==> src/rtl/mw_writeback_stage.sv <==
// M/W pipeline register with writeback resolution: the W-stage GRF write address,
// write data and write enable, which also serve as the W-stage forwarding source.
module mw_writeback_stage #(
  parameter logic [31:0] PC_OFFSET = 32'd8,
  parameter int          LINK_REG  = 31
) (
  input  logic        clk,
  input  logic        reset,
  input  logic        en,
  input  logic        flush,
  input  logic [31:0] instr_M,
  input  logic [31:0] pc_M,
  input  logic [31:0] alu_M,
  input  logic [31:0] dm_rd_M,
  input  logic        reg_write_M,
  input  logic [1:0]  grf_a3_sel_M,
  input  logic [1:0]  grf_wd_sel_M,
  input  logic [2:0]  load_type_M,
  output logic [31:0] instr_W,
  output logic [31:0] pc_W,
  output logic        grf_we_W,
  output logic [4:0]  grf_a3_W,
  output logic [31:0] grf_wd_W
);

  localparam logic [4:0] LINK_A3 = 5'(LINK_REG);

  localparam logic [1:0] A3_RT   = 2'd0;
  localparam logic [1:0] A3_RD   = 2'd1;
  localparam logic [1:0] A3_LINK = 2'd2;

  localparam logic [1:0] WD_ALU  = 2'd0;
  localparam logic [1:0] WD_DM   = 2'd1;
  localparam logic [1:0] WD_LINK = 2'd2;

  localparam logic [2:0] LD_LBU  = 3'd1;
  localparam logic [2:0] LD_LB   = 3'd2;
  localparam logic [2:0] LD_LHU  = 3'd3;
  localparam logic [2:0] LD_LH   = 3'd4;

  logic [31:0] instr_q, instr_d;
  logic [31:0] pc_q, pc_d;
  logic [31:0] alu_q, alu_d;
  logic [31:0] dm_rd_q, dm_rd_d;
  logic        reg_write_q, reg_write_d;
  logic [1:0]  a3_sel_q, a3_sel_d;
  logic [1:0]  wd_sel_q, wd_sel_d;
  logic [2:0]  load_type_q, load_type_d;

  // Picks the addressed byte/halfword of the raw DM word and extends it.
  // alu[0] is ignored for halfwords; misalignment is trapped elsewhere.
  function automatic logic [31:0] load_extend(input logic [31:0] word,
                                              input logic [1:0]  off,
                                              input logic [2:0]  ltype);
    logic [7:0]  b;
    logic [15:0] h;
    b = word[{off, 3'b000} +: 8];
    h = off[1] ? word[31:16] : word[15:0];
    case (ltype)
      LD_LBU:  load_extend = {24'd0, b};
      LD_LB:   load_extend = {{24{b[7]}}, b};
      LD_LHU:  load_extend = {16'd0, h};
      LD_LH:   load_extend = {{16{h[15]}}, h};
      default: load_extend = word;
    endcase
  endfunction

  always_comb begin
    instr_d     = instr_q;
    pc_d        = pc_q;
    alu_d       = alu_q;
    dm_rd_d     = dm_rd_q;
    reg_write_d = reg_write_q;
    a3_sel_d    = a3_sel_q;
    wd_sel_d    = wd_sel_q;
    load_type_d = load_type_q;
    if (flush) begin
      instr_d     = '0;
      pc_d        = '0;
      alu_d       = '0;
      dm_rd_d     = '0;
      reg_write_d = 1'b0;
      a3_sel_d    = '0;
      wd_sel_d    = '0;
      load_type_d = '0;
    end else if (en) begin
      instr_d     = instr_M;
      pc_d        = pc_M;
      alu_d       = alu_M;
      dm_rd_d     = dm_rd_M;
      reg_write_d = reg_write_M;
      a3_sel_d    = grf_a3_sel_M;
      wd_sel_d    = grf_wd_sel_M;
      load_type_d = load_type_M;
    end
  end

  // M -> W boundary
  always_ff @(posedge clk) begin
    if (reset) begin
      instr_q     <= '0;
      pc_q        <= '0;
      alu_q       <= '0;
      dm_rd_q     <= '0;
      reg_write_q <= 1'b0;
      a3_sel_q    <= '0;
      wd_sel_q    <= '0;
      load_type_q <= '0;
    end else begin
      instr_q     <= instr_d;
      pc_q        <= pc_d;
      alu_q       <= alu_d;
      dm_rd_q     <= dm_rd_d;
      reg_write_q <= reg_write_d;
      a3_sel_q    <= a3_sel_d;
      wd_sel_q    <= wd_sel_d;
      load_type_q <= load_type_d;
    end
  end

  always_comb begin
    case (a3_sel_q)
      A3_RT:   grf_a3_W = instr_q[20:16];
      A3_RD:   grf_a3_W = instr_q[15:11];
      A3_LINK: grf_a3_W = LINK_A3;
      default: grf_a3_W = 5'd0;
    endcase
  end

  // Suppressing $0 writes keeps the hazard unit from ever forwarding into $0.
  assign grf_we_W = reg_write_q & (grf_a3_W != 5'd0);

  always_comb begin
    case (wd_sel_q)
      WD_ALU:  grf_wd_W = alu_q;
      WD_DM:   grf_wd_W = load_extend(dm_rd_q, alu_q[1:0], load_type_q);
      WD_LINK: grf_wd_W = pc_q + PC_OFFSET;
      default: grf_wd_W = 32'd0;
    endcase
  end

  assign instr_W = instr_q;
  assign pc_W    = pc_q;

endmodule

==> config.mk <==
export PLATFORM = sky130hd
export DESIGN_NAME = mw_writeback_stage
export DESIGN_NICKNAME = d
export VERILOG_FILES = /design/src/rtl/mw_writeback_stage.sv
export SDC_FILE = /design/constraint.sdc
export NUM_CORES = 1
export LEC_CHECK = 0
export CAP_MARGIN = 5
export CELL_PAD_IN_SITES_DETAIL_PLACEMENT = 1
export CELL_PAD_IN_SITES_GLOBAL_PLACEMENT = 1
export CORE_MARGIN = 5
export CORE_UTILIZATION = 37
export CTS_BUF_LIST = sky130_fd_sc_hd__clkbuf_4
export CTS_CLUSTER_DIAMETER = 30
export CTS_CLUSTER_SIZE = 14
export DETAILED_ROUTE_END_ITERATION = 10
export HOLD_SLACK_MARGIN = 0.08
export PLACE_DENSITY = 0.95
export SETUP_SLACK_MARGIN = 0.02
export SLEW_MARGIN = 20
export SYNTH_ARGS = -nofsm -noshare
export SYNTH_HDL_FRONTEND = slang
export SYNTH_SLANG_ARGS = --single-unit
==> constraint.sdc <==
create_clock -name clk -period 4.6 [get_ports clk]
set_input_delay 0.46 -clock clk [delete_from_list [all_inputs] [get_ports clk]]
set_output_delay 0.46 -clock clk [all_outputs]
set_load 0.02 [all_outputs]
# Yosys cells after proc, flatten, opt, wreduce, memory -nomap -nowiden
# Cells that the tools add are included.
# totals
ramBits	0
rom_bits	0
n_memories	0
regBits	136
latchBits	0
wordCells	27
# classes
reduce_logical	4
n_lt_le_gt_ge	0
div	0
n_mul	0
shifts	1
n_mux	4
bitwise_logic	1
eq_ne	8
add_sub_neg	1
# ops
operator	count
$pmux 32 s4	1
$pmux 32 s3	1
$add 32x4->32 const B	1
$shiftx 32x6->8	1
$mux 16	1
$pmux 5 s3	1
$eq 3x2->1 const B	2
$reduce_bool 5->1	1
$eq 2x1->1 const B	2
$eq 2x2->1 const B	2
$logic_not 2->1	2
$eq 3x1->1 const B	1
$eq 3x3->1 const B	1
$reduce_or 2->1	1
$and 1x1->1	1

# Depth between registers and ports, before layout
# depth
ltp_word	4
depth_mapped	7
ltp_nobuf	6

# Worst setup path before layout
# Ideal clock, no wire load.
# synth_timing
path_type	register to output
from	reg pc_q[3], in the netlist pc_W[3]
to	out grf_wd_W[21]
path_buffers	0
t_required_ns	4.140
t_arrival_ns	2.077
path_stages_with_launch	7
path_slack_ns	2.063
path_cell_list	dfxtp_1 > ha_1 > nand4_2 > nor4_4 > nand3_1 > xor2_1 > o211ai_1
# synth_between
elab_chain_len	2
# synth_lines
element	line_no	source
start, declared	42	logic [31:0] pc_q, pc_d;
start signal, assigned	111	pc_q <= pc_d;
$add 32x4->32	137	WD_LINK: grf_wd_W = pc_q + PC_OFFSET;
$pmux 32 s3	134	case (wd_sel_q)
end, declared	23	output logic [31:0] grf_wd_W
# Every way passes these cells.

# Worst setup path in the final report
# layout_timing
from	reg wd_sel_q[0]
to	out grf_wd_W[21]
# layout_between
elab_chain_len	2
elab_cells_between_ends	4
classes_between	eq/ne: 2; mux: 1; reduce/logical: 1
# layout_lines
element	line_no	source
start, declared	47	logic [1:0] wd_sel_q, wd_sel_d;
start signal, assigned	116	wd_sel_q <= wd_sel_d;
$eq 2x2->1, or another cell as far along	134	
$pmux 32 s3 (*)	134	
# Mark *: on every way between the ends. The rest lies on a longest branch, timed or not.

==> metrics <==
CTS clk-pin slew, worst paths 140 ps; fillers approximately 2100; # DRC 0; fin crit period 3980 ps; Vias/cell 5.45; fraction of registers with async set/reset 0%; Hold Fails Final Rpt 0; Synth area leader dfxtp_1; number of global-route vias before repair between 6000 and 7000; Max-slew headroom 29.0%; Num Clock Sinks 136; Max VDD drop about 0.00016 V; status finished clean; hold crit path type input pin to flip-flop; drt wl/cell around 22 µm; Clock Latency Late Sink ~560 ps; most numerous cell in the Yosys netlist nor2_1; CTS tree done; leakage ~3.7 nW; row count 49; H-tree levels 4; placed cell area roughly 9300 µm²; Unique masters post-synth between 60 and 70; Synth Warn # 0; CP cell instances nand2b_1 -> a211o_1 -> o22a_2 -> o21bai_1 -> o211ai_1 -> clkdlybuf4s50_1; Syn Nets around 900; slowest stage delay, CP about 760 ps; chip width between 100 and 150 µm; Critical Path AT 3520 ps; Yosys top cell area share approximately two fifths; Pwr per Cell Area 273 nW/µm²; final setup fails 0; HPWL Detailed 19600 µm; Layout area overhead 42.2%; Starting Density about 38%; layout cells sized above 1 slightly above 6%; CTS Buf Count 17; GPL Wtd Cong between 0.8 and 0.9; FF-to-FF setup slack ~3300 ps; port bufs about 240; first-pass GRT wire length 39700 µm; Post-Route Setup TNS 0 ps; worst reg2reg path depth 3; Syn Inst Count between 700 and 800; worst hold start dm_rd_M[6]; CP Launch Point wd_sel_q[0]; clock root buffer clkbuf_4; postcts setup bufs 0; depth of the worst hold-timing path 3; Resized Gates After CTS 0; crit path max-delay cell type dfxtp_1; commonest cells in the synthesized netlist 170 x nor2_1, 149 x mux2i_1, 136 x dfxtp_1; Reg2Reg Launch Point wd_sel_q[0]; RSZ-0062 raised after global routing no; hold buffer count at cts 0; Post-synth EDFFs 0; GRT Total Usage approximately 25%; Die ar. around 21000 µm²; Detailed Route Iter0 Violations between 400 and 500; Startpoint Class flip-flop; RR Endpoint wd_sel_q[0]; num ports 242; routed via count 6562; kind of end point of the critical path primary output; DRT Wirelength ~26000 µm; critical path fanouts, max 17; synthesized cell area 6720 µm²; initial antenna violation count 3; Post-synth top flop dfxtp_1; highest clock rate roughly 250 MHz; critical setup path kind flip-flop to primary output; Clock Path Buffers 2; final global-route overflow total 0; Yosys reg bits ~140; largest net degree at the start of global routing between 80 and 90; Worst Hold End dm_rd_q[6]; Final period util between 80 and 90%; Core ar. about 18000 µm²; worst endpoint required time 4140 ps; Slew @ Worst Pin around 1100 ps; Mapped Avg Cell Area roughly 9 µm²; Seq/Total Area, Yosys 40.5%; router iterations before antenna repair 7; Setup Skew 0 ps; post-route ant nets 0; Nets 1100; Area contributors post-synth dfxtp_1 40%, mux2i_1 22%, nor2_1 9.5%, xor2_1 2.7%, o21ai_0 2.0%; max-capacitance violation count 0; Slew Limit Fails 0; final instance area between 9000 and 10000 µm²; Die Span Y 145 µm
[power breakdown]
group	internal (mW)	total (mW)	switching, mW
clock network	0.341	0.849	0.508
logic	0.265	0.493	0.228
registers	1.22	1.27	0.0504
[placed cells by master, fill, tap and decap left out, types with 3 or more instances in the layout]
master and instances:
o22ai_1 13, clkinv_4 3, mux2i_1 149, xor2_1 21, inv_1 9, a21oi_1 6
a2bb2oi_1 8, xnor2_1 6, buf_4 4, clkdlybuf4s50_1 240, o21a_1 3, nand2_1 31
dfxtp_1 136, nor2_1 170, a21o_1 3, inv_6 4, o21ai_1 3, nand2b_1 3
o21ai_0 27, clkbuf_4 19, a21boi_0 3, o211ai_1 3, o21bai_1 3, nor3_1 6
a221o_1 7, diode_2 3, nand4_1 10, o221ai_1 7, nor4_1 5, nand3_1 17
[metrics by stage]
stage	power (mW)	util (%)	hold slack (ps)	setup WS, ps	std cells
2_1_floorplan	1.52	-	452	2060	746
3_3_place_gp	1.77	51.8	472	1430	1169
3_5_place_dp	1.78	51.8	484	1280	1169
4_1_cts	2.63	53.4	466	661	1201
5_1_grt	2.72	53.4	452	416	1203
6_report	2.61	53.4	491	617	1204
[critical path: cells and delay by family, from the launching register on]
family	cells	cell delay, ps
buffers and inverters	1	670
AO/OA/AOI/OAI	4	1070
AND/OR/NAND/NOR	1	460
flip-flops	1	760
[flip-flops by register name (all words and copies together) (netlist names)]
signal and count:
a3_sel_q 2, instr_W 32, reg_write_q 1, load_type_q 3
dm_rd_q 32, wd_sel_q 2, alu_q 32, pc_W 32
[cell families (layout without fill, tap and decap cells)]
family / Yosys count / count (layout) / share of synthesized area, %
adder cells (fa/ha/maj): 1 / 1 / 0.186
other: 0 / 3 / 0
buffers and inverters: 63 / 289 / 4.09
AO/OA/AOI/OAI: 104 / 104 / 11.4
XOR/XNOR: 28 / 28 / 3.65
multiplexers: 151 / 151 / 22.5
flip-flops: 136 / 136 / 40.5
AND/OR/NAND/NOR: 263 / 263 / 17.7
[per-layer routing]
| layer | share of wire [%] | vias to the layer above | GRT usage (%) | wire, µm |
|---|---|---|---|---|
| li1 | - | 3054 | - | - |
| met1 | 40 | 3193 | 28.7 | 10400 |
| met2 | 50 | 248 | 41.5 | 13000 |
| met3 | 7.2 | 65 | 7.85 | 1890 |
| met4 | 3.4 | 2 | 11.0 | 901 |
| met5 | 0.050 | - | 0 | 13 |
[worst max path at each step]
stage                              end  cells after the start  slack (ps)
after floorplan           grf_wd_W[21]                      6        2060
after global placement    grf_wd_W[30]                      5        1430
after detailed placement  grf_wd_W[10]                      6        1280
after CTS                 grf_wd_W[10]                      6         660
after global routing      grf_wd_W[10]                      6         420
final                     grf_wd_W[21]                      6         620
[cell type report]
cell class              instances  area [µm²]  share of cell area [%]
diodes                          3        7.51                  0.0785
clock buffers                  19         143                    1.49
clock inverters                13         145                    1.52
inverters                      10        37.5                   0.393
multi-input cells             547        3740                    39.1
flip-flops and latches        136        2720                    28.5
well taps                     229         287                    3.00
repair buffers                247        2480                    26.0
Power figures use the tool's default switching activity.
